$ cat config.mk
export PLATFORM = sky130hd
export DESIGN_NAME = imem_loader_flat
export DESIGN_NICKNAME = d
export VERILOG_FILES = /design/src/rtl/imem_loader_pkg.sv /design/src/rtl/imem_loader_if.sv /design/src/rtl/imem_loader_word_assembler.sv /design/src/rtl/imem_loader.sv /design/src/flat_wrapper.sv
export SDC_FILE = /design/constraint.sdc
export NUM_CORES = 1
export LEC_CHECK = 0
export CAP_MARGIN = 20
export CORE_MARGIN = 1.5
export CORE_UTILIZATION = 60
export DETAILED_ROUTE_END_ITERATION = 7
export PLACE_DENSITY = 0.85
export SLEW_MARGIN = 30
export SYNTH_ARGS = -nofsm -noshare
export SYNTH_HDL_FRONTEND = slang
export SYNTH_SLANG_ARGS = --single-unit
$ cat constraint.sdc
create_clock -name clk -period 4.5 [get_ports clk]
set_input_delay 0.9 -clock clk [delete_from_list [all_inputs] [get_ports clk]]
set_output_delay 0.9 -clock clk [all_outputs]
set_load 0.005 [all_outputs]
$ cat src/rtl/imem_loader_pkg.sv
// Shared types and constants for the instruction-memory loader.
// Covers the frame state machine and the word assembly parameters.
package imem_loader_pkg;

    typedef enum logic [2:0] {
        ST_IDLE,
        ST_CNT_LO,
        ST_CNT_HI,
        ST_DATA,
        ST_CHK,
        ST_DONE,
        ST_ERROR
    } loader_state_t;

    localparam logic [7:0] SYNC_BYTE_DEF = 8'hA5;
    localparam int         WORD_BYTES    = 4;
    localparam int         CNT_W         = 16;

endpackage

$ cat src/rtl/imem_loader_if.sv
// Byte stream in from the UART receiver and the write port out to instruction memory.
interface imem_loader_if;
    logic        rx_valid;
    logic [7:0]  rx_data;
    logic        mem_we;
    logic [31:0] mem_addr;
    logic [31:0] mem_wd;

    modport master (input rx_valid, rx_data, output mem_we, mem_addr, mem_wd);
    modport slave  (output rx_valid, rx_data, input mem_we, mem_addr, mem_wd);
endinterface

$ cat src/rtl/imem_loader_word_assembler.sv
// Packs a little-endian byte stream into words and keeps the running XOR checksum.
module loader_word_assembler
    import imem_loader_pkg::*;
(
    input  logic                    clk,
    input  logic                    rst_n,
    input  logic                    byte_valid,
    input  logic [7:0]              byte_data,
    input  logic                    clear,
    output logic [8*WORD_BYTES-1:0] word,
    output logic                    word_valid,
    output logic [7:0]              xor_sum
);
    localparam int IW = $clog2(WORD_BYTES);
    localparam int SW = 8 * (WORD_BYTES - 1);

    logic [IW-1:0] byte_idx_q, byte_idx_d;
    logic [SW-1:0] shift_q, shift_d;
    logic [7:0]    xor_q, xor_d;

    // The final byte completes the word directly, so no extra cycle is spent buffering it.
    assign word_valid = byte_valid && !clear && (byte_idx_q == IW'(WORD_BYTES - 1));
    assign word       = {byte_data, shift_q};
    assign xor_sum    = xor_q;

    generate
        for (genvar gi = 0; gi < WORD_BYTES - 1; gi++) begin : g_lane
            assign shift_d[8*gi +: 8] = (byte_valid && !clear && byte_idx_q == IW'(gi))
                                        ? byte_data : shift_q[8*gi +: 8];
        end
    endgenerate

    always_comb begin
        byte_idx_d = byte_idx_q;
        xor_d      = xor_q;
        if (clear) begin
            byte_idx_d = '0;
            xor_d      = '0;
        end else if (byte_valid) begin
            byte_idx_d = byte_idx_q + 1'b1;
            xor_d      = xor_q ^ byte_data;
        end
    end

    always_ff @(posedge clk or negedge rst_n) begin
        if (!rst_n) begin
            byte_idx_q <= '0;
            shift_q    <= '0;
            xor_q      <= '0;
        end else begin
            byte_idx_q <= byte_idx_d;
            shift_q    <= shift_d;
            xor_q      <= xor_d;
        end
    end

endmodule

$ cat src/rtl/imem_loader.sv
// Frame parser that writes a UART-delivered program image into instruction memory
// and holds the CPU in reset while loading or after a failed load.
module imem_loader
    import imem_loader_pkg::*;
#(
    parameter int         DEPTH          = 101,
    parameter logic [7:0] SYNC_BYTE      = SYNC_BYTE_DEF,
    parameter int         TIMEOUT_CYCLES = 1_000_000
) (
    input  logic          clk,
    input  logic          rst_n,
    imem_loader_if.master bus,
    output logic          cpu_rst_n,
    output logic          load_busy,
    output logic          load_done,
    output logic          load_error,
    output logic [15:0]   words_loaded
);
    localparam int              TW   = (TIMEOUT_CYCLES > 2) ? $clog2(TIMEOUT_CYCLES) : 1;
    localparam logic [TW-1:0]   TMAX = TW'(TIMEOUT_CYCLES - 1);

    loader_state_t    state_q, state_d;
    logic [CNT_W-1:0] cnt_q, cnt_d, word_idx_q, word_idx_d, cnt_full;
    logic [TW-1:0]    timer_q, timer_d;
    logic             mem_we_q, mem_we_d, cpu_rst_n_q, cpu_rst_n_d;
    logic [31:0]      mem_addr_q, mem_addr_d, mem_wd_q, mem_wd_d;
    logic             load_busy_q, load_busy_d, load_done_q, load_done_d;
    logic             load_error_q, load_error_d;
    logic [15:0]      words_loaded_q, words_loaded_d;
    logic             start, in_frame, asm_valid, word_valid;
    logic [31:0]      word;
    logic [7:0]       xor_sum;

    assign in_frame  = (state_q == ST_CNT_LO) || (state_q == ST_CNT_HI) ||
                       (state_q == ST_DATA)   || (state_q == ST_CHK);
    assign start     = bus.rx_valid && (bus.rx_data == SYNC_BYTE) && !in_frame;
    assign asm_valid = bus.rx_valid && (state_q == ST_DATA);
    assign cnt_full  = {bus.rx_data, cnt_q[7:0]};

    loader_word_assembler u_asm (
        .clk        (clk),
        .rst_n      (rst_n),
        .byte_valid (asm_valid),
        .byte_data  (bus.rx_data),
        .clear      (start),
        .word       (word),
        .word_valid (word_valid),
        .xor_sum    (xor_sum)
    );

    always_comb begin
        state_d        = state_q;
        cnt_d          = cnt_q;
        word_idx_d     = word_idx_q;
        timer_d        = timer_q;
        mem_we_d       = 1'b0;
        mem_addr_d     = mem_addr_q;
        mem_wd_d       = mem_wd_q;
        cpu_rst_n_d    = cpu_rst_n_q;
        load_busy_d    = load_busy_q;
        load_done_d    = load_done_q;
        load_error_d   = load_error_q;
        words_loaded_d = mem_we_q ? words_loaded_q + 16'd1 : words_loaded_q;

        case (state_q)
            ST_CNT_LO: if (bus.rx_valid) begin
                cnt_d[7:0] = bus.rx_data;
                state_d    = ST_CNT_HI;
            end
            ST_CNT_HI: if (bus.rx_valid) begin
                cnt_d      = cnt_full;
                word_idx_d = '0;
                if (cnt_full > CNT_W'(DEPTH)) begin
                    state_d      = ST_ERROR;
                    load_error_d = 1'b1;
                    load_busy_d  = 1'b0;
                end else if (cnt_full == '0) begin
                    state_d = ST_CHK;
                end else begin
                    state_d = ST_DATA;
                end
            end
            ST_DATA: if (word_valid) begin
                mem_we_d   = 1'b1;
                mem_addr_d = 32'({word_idx_q, 2'b00});
                mem_wd_d   = word;
                word_idx_d = word_idx_q + 1'b1;
                if (word_idx_q + 1'b1 == cnt_q) state_d = ST_CHK;
            end
            ST_CHK: if (bus.rx_valid) begin
                load_busy_d = 1'b0;
                if (bus.rx_data == xor_sum) begin
                    state_d     = ST_DONE;
                    load_done_d = 1'b1;
                    cpu_rst_n_d = 1'b1;
                end else begin
                    state_d      = ST_ERROR;
                    load_error_d = 1'b1;
                end
            end
            default: if (start) begin
                state_d        = ST_CNT_LO;
                load_done_d    = 1'b0;
                load_error_d   = 1'b0;
                words_loaded_d = '0;
                load_busy_d    = 1'b1;
                cpu_rst_n_d    = 1'b0;
                timer_d        = '0;
            end
        endcase

        // Inter-byte watchdog; a received byte always restarts it.
        if (in_frame) begin
            if (bus.rx_valid) begin
                timer_d = '0;
            end else if (timer_q == TMAX) begin
                state_d      = ST_ERROR;
                load_error_d = 1'b1;
                load_busy_d  = 1'b0;
            end else begin
                timer_d = timer_q + 1'b1;
            end
        end
    end

    always_ff @(posedge clk or negedge rst_n) begin
        if (!rst_n) begin
            state_q        <= ST_IDLE;
            cnt_q          <= '0;
            word_idx_q     <= '0;
            timer_q        <= '0;
            mem_we_q       <= 1'b0;
            mem_addr_q     <= '0;
            mem_wd_q       <= '0;
            cpu_rst_n_q    <= 1'b1;
            load_busy_q    <= 1'b0;
            load_done_q    <= 1'b0;
            load_error_q   <= 1'b0;
            words_loaded_q <= '0;
        end else begin
            state_q        <= state_d;
            cnt_q          <= cnt_d;
            word_idx_q     <= word_idx_d;
            timer_q        <= timer_d;
            mem_we_q       <= mem_we_d;
            mem_addr_q     <= mem_addr_d;
            mem_wd_q       <= mem_wd_d;
            cpu_rst_n_q    <= cpu_rst_n_d;
            load_busy_q    <= load_busy_d;
            load_done_q    <= load_done_d;
            load_error_q   <= load_error_d;
            words_loaded_q <= words_loaded_d;
        end
    end

    assign bus.mem_we   = mem_we_q;
    assign bus.mem_addr = mem_addr_q;
    assign bus.mem_wd   = mem_wd_q;
    assign cpu_rst_n    = cpu_rst_n_q;
    assign load_busy    = load_busy_q;
    assign load_done    = load_done_q;
    assign load_error   = load_error_q;
    assign words_loaded = words_loaded_q;

endmodule

$ cat src/flat_wrapper.sv
// flat-port wrapper written by rule: the top's interface ports become plain ports
module imem_loader_flat import imem_loader_pkg::*;
#(
    parameter int         DEPTH          = 101,
    parameter logic [7:0] SYNC_BYTE      = SYNC_BYTE_DEF,
    parameter int         TIMEOUT_CYCLES = 1_000_000
)
  (clk, rst_n, cpu_rst_n, load_busy, load_done, load_error, words_loaded, bus_rx_valid, bus_rx_data, bus_mem_we, bus_mem_addr, bus_mem_wd);
  imem_loader_if bus_i ();
  input  logic clk;
  input  logic rst_n;
  output logic cpu_rst_n;
  output logic load_busy;
  output logic load_done;
  output logic load_error;
  output logic [15:0] words_loaded;
  input wire logic [$bits(bus_i.rx_valid)-1:0] bus_rx_valid;
  input wire logic [$bits(bus_i.rx_data)-1:0] bus_rx_data;
  output wire logic [$bits(bus_i.mem_we)-1:0] bus_mem_we;
  output wire logic [$bits(bus_i.mem_addr)-1:0] bus_mem_addr;
  output wire logic [$bits(bus_i.mem_wd)-1:0] bus_mem_wd;
  assign bus_i.rx_valid = bus_rx_valid;
  assign bus_i.rx_data = bus_rx_data;
  assign bus_mem_we = bus_i.mem_we;
  assign bus_mem_addr = bus_i.mem_addr;
  assign bus_mem_wd = bus_i.mem_wd;
  imem_loader #(.DEPTH(DEPTH), .SYNC_BYTE(SYNC_BYTE), .TIMEOUT_CYCLES(TIMEOUT_CYCLES)) u_core (.clk(clk), .rst_n(rst_n), .bus(bus_i), .cpu_rst_n(cpu_rst_n), .load_busy(load_busy), .load_done(load_done), .load_error(load_error), .words_loaded(words_loaded));
endmodule
==> results of run 1 <==
-- worst reg2reg max path: stages (launching register included) --
cell	delay [ns]
sky130_fd_sc_hd__dfrtp_1	0.50
sky130_fd_sc_hd__ha_1	0.32
sky130_fd_sc_hd__nand3_1	0.31
sky130_fd_sc_hd__nor4_1	0.63
sky130_fd_sc_hd__xnor2_1	0.23
sky130_fd_sc_hd__o2111ai_1	0.14
sky130_fd_sc_hd__nor4_1	0.31
sky130_fd_sc_hd__o21ai_0	0.13
-- power by group --
group / switching (mW) / internal, mW / total, mW / leakage (nW)
Combinational: 0.354 / 0.249 / 0.602 / 1.88
Clock: 0.610 / 0.726 / 1.34 / 0.256
Sequential: 0.131 / 1.53 / 1.66 / 2.08
Total: 1.09 / 2.50 / 3.60 / 4.22
-- through the flow --
stage,instances,utilization [%],power [mW]
final,1095,72.9,3.60
after CTS,1095,72.9,3.61
after global placement,1063,68.6,2.25
after detailed placement,1063,68.6,2.27
after floorplan,864,-,2.07
after global routing,1095,72.9,3.76
-- layout make-up --
class                           count  area (um^2)  area share (%)
Clock inverter                     14          105            1.14
Sequential cell                   158         3960            42.8
Inverter                           13         48.8           0.528
Tap cell                          172          215            2.33
Timing Repair Buffer               91          895            9.68
Clock buffer                       18          439            4.75
Multi-Input combinational cell    629         3580            38.8
-- kinds of logic after synthesis --
group,Yosys count,share of synthesized area [%]
and+or+nand+nor,401,22.9
DFF,158,50.4
AOI/OAI and AO/OA,114,9.46
buffers and inverters,77,4.60
xor gates and xnor gates,56,6.43
muxes,35,5.01
adders and majority gates,7,1.12
other,1,0.0478
-- cells in the final DEF (no fill, tap or decap), drive strengths merged, types with 4 or more instances in the layout --
master and instances:
o21ai 50, clkbuf 18, mux2 34, nand3 26
a21oi 13, clkinv 4, and3 14, nor4 13
nand2b 4, buf 13, and4 6, conb 16
nor3 14, nor2 68, inv 18, o31ai 6
a31oi 5, xnor2 34, nand4 16, clkinvlp 5
xor2 21, a211oi 4, o22ai 4, nand2 218
or4 5, clkdlybuf4s50 78, a22oi 4, and2 7
dfrtp 157, ha 7
-- cells in the mapped netlist, types with 5 or more instances --
cell type                  instances  area share (%)
sky130_fd_sc_hd__and2_1            7            0.56
sky130_fd_sc_hd__buf_2             6            0.38
sky130_fd_sc_hd__nor4_1           12            0.96
sky130_fd_sc_hd__o21ai_0          49             3.1
sky130_fd_sc_hd__a21oi_1          13            0.83
sky130_fd_sc_hd__dfrtp_1         157              50
sky130_fd_sc_hd__buf_4            17             1.6
sky130_fd_sc_hd__nand2_1         217              10
sky130_fd_sc_hd__and3_1           14             1.1
sky130_fd_sc_hd__xnor2_1          34             3.8
sky130_fd_sc_hd__nand3_1          26             1.7
sky130_fd_sc_hd__ha_1              7             1.1
sky130_fd_sc_hd__inv_1            12            0.57
sky130_fd_sc_hd__mux2_2           34             4.9
sky130_fd_sc_hd__a31oi_1           5            0.40
sky130_fd_sc_hd__and4_1            6            0.67
sky130_fd_sc_hd__nand4_1          16             1.3
sky130_fd_sc_hd__xor2_1           21             2.3
sky130_fd_sc_hd__o31ai_1           6            0.57
sky130_fd_sc_hd__nor3_1           14            0.89
sky130_fd_sc_hd__clkbuf_1         41             2.0
sky130_fd_sc_hd__nor2_1           68             3.3
-- how the worst min path moves through the flow --
stage	from	end	slack (ns)
floorplan	u_core.u_asm.shift_q[0]$_DFFE_PN0P_	u_core.bus.mem_wd[0]$_DFFE_PN0P_	0.43
CTS	u_core.u_asm.shift_q[20]$_DFFE_PN0P_	u_core.bus.mem_wd[20]$_DFFE_PN0P_	0.47
global route	u_core.u_asm.shift_q[9]$_DFFE_PN0P_	u_core.bus.mem_wd[9]$_DFFE_PN0P_	0.50
finish	rst_n	u_core.timer_q[7]$_DFF_PN0_	0.47
global placement	u_core.u_asm.shift_q[8]$_DFFE_PN0P_	u_core.bus.mem_wd[8]$_DFFE_PN0P_	0.44
detailed placement	u_core.u_asm.shift_q[4]$_DFFE_PN0P_	u_core.bus.mem_wd[4]$_DFFE_PN0P_	0.46
-- layer usage --
metal | wire length, um | part of all wire (%) | vias up | GRT usage, %
met5 | 0 | 0 | - | 0
met4 | 359 | 2.0 | 0 | 10.4
met3 | 1000 | 5.5 | 35 | 5.50
met2 | 8600 | 47 | 235 | 41.8
met1 | 8160 | 45 | 3158 | 39.4
li1 | - | - | 2991 | -
-- state kept, by name, indices dropped and copies added (netlist names), 2 cells and up --
name                     cells
u_core.u_asm.byte_idx_q      2
u_core.cnt_q                16
u_core.words_loaded         16
u_core.bus.mem_wd           32
u_core.bus.mem_addr         16
u_core.u_asm.shift_q        24
u_core.u_asm.xor_sum         8
u_core.timer_q              20
u_core.state_q               3
u_core.word_idx_q           16
==> summary.md, run 1 <==
## Critical path
* input port — category of the worst setup path launch point
* 22 — critical-path maximum fanout
* 7 — count of cells along the worst register-to-register path
* u_core.timer_q[1]$_DFF_PN0_ — worst setup path endpoint
* u_core.word_idx_q[0]$_DFFE_PN0P_ — origin of the critical flop-to-flop path
* 1.80 ns — worst reg2reg setup slack
* input port to flop — Worst Path Class, Setup
* 4.80 ns — Worst Path Required
* u_core.state_q[1]$_DFF_PN0_ — endpoint of the worst register-to-register path
* 3.53 ns — arrival time of the worst setup path
* 0.74 ns — maximum single-stage delay on the critical path
* 8 — WP depth
* bus_rx_data[1] — Critical Path Start
* simple AND/OR/NAND/NOR gates — family of cells with the greatest summed delay on the critical path
* flop — endpoint kind of the worst setup timing path
* clkdlybuf4s50_1, nor4_1, nand3_1, nor2_1, buf_4, nor2_1, a22oi_1, o21ai_0 — cells along the critical path
* sky130_fd_sc_hd__nor2_1 — cell mode on critical path
* sky130_fd_sc_hd__nor4_1 — slowest CP cell
* 2 — WP buf/inv

## Floorplanning
* 117 um — die width
* 0.0127 mm^2 — CORE AREA
* 41 — row count
* 117 um — die extent in y
* 0.0138 mm^2 — Total Die Area
* 96 — top-level I/O count
* 61.9% — Initial Util

## Route
* 5.86 — drt via density
* 0 — DRC Markers
* 18100 um — Routed Wire Length
* 0 — ANT nets after route
* 6419 — total vias in the final route
* 16.5 um — Avg WL per Cell
* 618 — Iteration-0 DRC Markers
* 5 — number of iterations in the first detailed-routing pass

## STA
* 0.817 ns — Worst Max-Slew Pin Slew
* 0 ns — final total negative setup slack
* 3.23 ns — minimum clock period after layout
* 71.8% — part of the cycle the worst path needs
* 0.466 ns — smallest hold slack
* false — unrepaired setup endpoints after global routing
* 1.27 ns — setup ws final
* 45.3% — Relative slew margins
* 0 — final hold violation count
* 0.0103 ns — Post-Route Skew
* 0 — final count of pins violating max slew
* 0 — count of final setup violators
* 310 MHz — FMAX

## Finish
* 928 — Final Net Count
* 0.00924 mm^2 — design area
* 0 — antenna fix cells
* 946 — filler cell count
* 17.9% — Area Growth Syn to Fin
* 9.75% — share of cells above drive strength 1

## Pwr
* 389 mW/mm^2 — power per standard cell area
* 263 uV — Peak supply drop
* 4.22 nW — static leakage

## Worst hold path
* input port to asynchronous set/reset pin — worst hold path type

## Clock network
* sky130_fd_sc_hd__clkbuf_16 — CTS root buffer
* 158 — number of sinks handled by clock tree synthesis
* 0 — hold_buf cts
* 0 — setup repair bufs after CTS
* 4 — H-tree levels
* 0 — post-cts sizing count
* 2 — maximum number of buffers from clock root to sink
* 17 — number of buffers inserted during clock tree synthesis
* 0.43 ns — clock latency reported for the late side of the worst-skew pair
* 0.06 ns — Reg clk slew, reported paths
* built — clock tree from TritonCTS

## Synth
* sky130_fd_sc_hd__dfrtp_1 — Primary FF master, synth
* 849 — synthesized instance count
* 9.23 um^2 — average size of a mapped cell
* 59 — count of distinct cell types in the synthesized netlist
* 50.4% — register area share after synthesis
* 0 — Post-synth EDFFs
* 0.00784 mm^2 — area of the mapped netlist
* 0 — Synth Warn #
* 158 — flop and latch count out of synthesis
* 100% — fraction of registers with async set or reset after synthesis

## Outcome
* completed — run status

## Placed design
* 0.948 ns — pre-CTS WS
* 0.00870 mm^2 — Area after DPL
* 0.927 — final weighted congestion in routability-driven placement
* 11600 um — half-perimeter wire length of the detailed placement result
* 79 — port bufs

## Run
* 0 — max-capacitance violation count

## Global routing
* 30500 um — first-pass GRT wire length
* 6068 — number of global-route vias before repair
* 87 — maximum number of pins on one net before global-route repair
* 0 — initial antenna violation count
* 27.5% — GRT Util Overall
* 0 — total congestion overflow

No activity file was read; power rests on OpenSTA's default activity.
==> run 2, diff against run 1 <==
Settings changed: CORE_UTILIZATION 60 to 51, PLACE_DENSITY 0.85 to 0.77.
Clock period 4.5 ns to 2.9 ns, I/O delays scaled along.
==> summary.md, run 2 (synthesis gave the netlist of run 1 again) <==
## Outcome
* completed — run status

## Floorplanning
* 52.0% — Initial Util
* 96 — top-level I/O count
* 0.0161 mm^2 — Total Die Area
* 127 um — die width
* 0.0151 mm^2 — CORE AREA
* 45 — row count
* 127 um — die extent in y

## Critical path
* flop — endpoint kind of the worst setup timing path
* flop — category of the worst setup path launch point
* 0.42 ns — worst reg2reg setup slack
* 2.79 ns — arrival time of the worst setup path
* 6 — critical-path maximum fanout
* flop to flop — Worst Path Class, Setup
* u_core.timer_q[4]$_DFF_PN0_ — endpoint of the worst register-to-register path
* 3.21 ns — Worst Path Required
* u_core.timer_q[6]$_DFF_PN0_ — origin of the critical flop-to-flop path
* 6 — count of cells along the worst register-to-register path

## Placed design
* 0.847 — final weighted congestion in routability-driven placement
* 79 — port bufs
* 1102 — Placed Cells incl. Taps
* 0.195 ns — pre-CTS WS
* 12200 um — half-perimeter wire length of the detailed placement result

## STA
* 50.3% — Relative slew margins
* false — unrepaired setup endpoints after global routing
* 0.746 ns — Worst Max-Slew Pin Slew
* 0.422 ns — setup ws final
* 404 MHz — FMAX
* 0 ns — final total negative setup slack
* 0.00758 ns — Post-Route Skew
* 0 — count of final setup violators
* 0 — final count of pins violating max slew
* 2.48 ns — minimum clock period after layout
* 85.5% — part of the cycle the worst path needs
* 0 — final hold violation count

## Global routing
* 30500 um — first-pass GRT wire length
* 6173 — number of global-route vias before repair
* 0 — initial antenna violation count
* 0 — total congestion overflow
* 72 — maximum number of pins on one net before global-route repair
* 23.8% — GRT Util Overall

## Clock network
* 0 — setup repair bufs after CTS
* sky130_fd_sc_hd__clkbuf_16 — CTS root buffer
* 2 — maximum number of buffers from clock root to sink
* 0 — hold_buf cts
* 158 — number of sinks handled by clock tree synthesis
* 17 — number of buffers inserted during clock tree synthesis
* 4 — H-tree levels
* 0.43 ns — clock latency reported for the late side of the worst-skew pair
* 0.06 ns — Reg clk slew, reported paths
* 0 — post-cts sizing count
* built — clock tree from TritonCTS

## Finish
* sky130_fd_sc_hd__nand2_1 — most frequent standard cell in the layout excluding fill and tap cells
* 0 — antenna fix cells
* 216 x sky130_fd_sc_hd__nand2_1, 157 x sky130_fd_sc_hd__dfrtp_1, 78 x sky130_fd_sc_hd__clkdlybuf4s50_1 — top library cells by usage in the layout, fill and taps aside
* 11.9% — share of cells above drive strength 1
* 1134 — final cell count without fillers
* 951 — Final Net Count
* 32 — flip-flop count of the largest register after layout
* 20.5% — Area Growth Syn to Fin

## Route
* 5 — number of iterations in the first detailed-routing pass
* 0 — ANT nets after route
* 5.62 — drt via density
* 17900 um — Routed Wire Length
* 399 — Iteration-0 DRC Markers
* 0 — DRC Markers
* 6368 — total vias in the final route
* 15.8 um — Avg WL per Cell

## Worst hold path
* input port to asynchronous set/reset pin — worst hold path type

## Pwr
* 4.34 nW — static leakage
* 422 uV — Peak supply drop
* 594 mW/mm^2 — power per standard cell area
* 5.61 mW — Total Power

## Run
* 0 — max-capacitance violation count

==> run 2: changes by cell type in the layout (fill, tap and decap cells not counted), sizes merged <==
| cell | delta |
|---|---|
| clkinvlp | -2 |
| clkinv | +3 |
| inv | -2 |
| clkbuf | +1 |
| buf | +23 |
==> run 2: worst max-delay path by stage <==
stage | slack (ns) | to | start | depth (start not counted)
2_1_floorplan | 0.53 | u_core.timer_q[4]$_DFF_PN0_ | u_core.timer_q[6]$_DFF_PN0_ | 6
3_3_place_gp | 0.29 | u_core.state_q[0]$_DFF_PN0_ | bus_rx_data[7] | 8
3_5_place_dp | 0.19 | u_core.timer_q[1]$_DFF_PN0_ | bus_rx_data[1] | 9
4_1_cts | 0.42 | u_core.timer_q[4]$_DFF_PN0_ | u_core.timer_q[10]$_DFF_PN0_ | 6
5_1_grt | 0.29 | u_core.u_asm.xor_sum[1]$_DFFE_PN0P_ | u_core.state_q[1]$_DFF_PN0_ | 7
6_report | 0.42 | u_core.timer_q[4]$_DFF_PN0_ | u_core.timer_q[6]$_DFF_PN0_ | 6
==> run 2: worst max-delay path, stage by stage (launching register included) <==
cell and delay (ns):
sky130_fd_sc_hd__dfrtp_1 0.43, sky130_fd_sc_hd__or4b_4 0.56, sky130_fd_sc_hd__or4_4 0.59, sky130_fd_sc_hd__o2111ai_1 0.21, sky130_fd_sc_hd__mux2_2 0.35, sky130_fd_sc_hd__a22oi_1 0.16, sky130_fd_sc_hd__nor2_1 0.06
==> run 2: layout make-up <==
| cell class | count | area, um^2 |
|---|---|---|
| inverters | 13 | 48.8 |
| flip-flops and latches | 158 | 3960 |
| fillers | 1253 | 5640 |
| clock inverters | 13 | 108 |
| multi-input cells | 629 | 3580 |
| well taps | 188 | 235 |
| clock buffers | 19 | 453 |
| repair buffers | 114 | 1070 |
==> run 2: power by group <==
group / leakage, nW / internal [mW] / switching (mW) / total (mW)
clock: 0.270 / 1.16 / 0.935 / 2.09
combinational: 1.99 / 0.405 / 0.548 / 0.954
sequential: 2.08 / 2.37 / 0.198 / 2.57
==> run 2: stage by stage <==
| step | hold slack (ns) | cell area [um^2] | util (%) |
|---|---|---|---|
| 5_1_grt | 0.148 | 9450 | 62.6 |
| 2_1_floorplan | 0.284 | 7900 | - |
| 6_report | 0.110 | 9450 | 62.6 |
| 3_5_place_dp | 0.447 | 8890 | 58.9 |
| 4_1_cts | 0.131 | 9450 | 62.6 |
| 3_3_place_gp | 0.445 | 8890 | 58.9 |
==> run 2: metal layers <==
metal | track usage [%] | wire [um] | vias up
li1 | - | - | 3039
met1 | 32.7 | 8180 | 3084
met2 | 36.1 | 8240 | 203
met3 | 5.44 | 959 | 42
met4 | 11.0 | 545 | 0
met5 | 0 | 0 | -
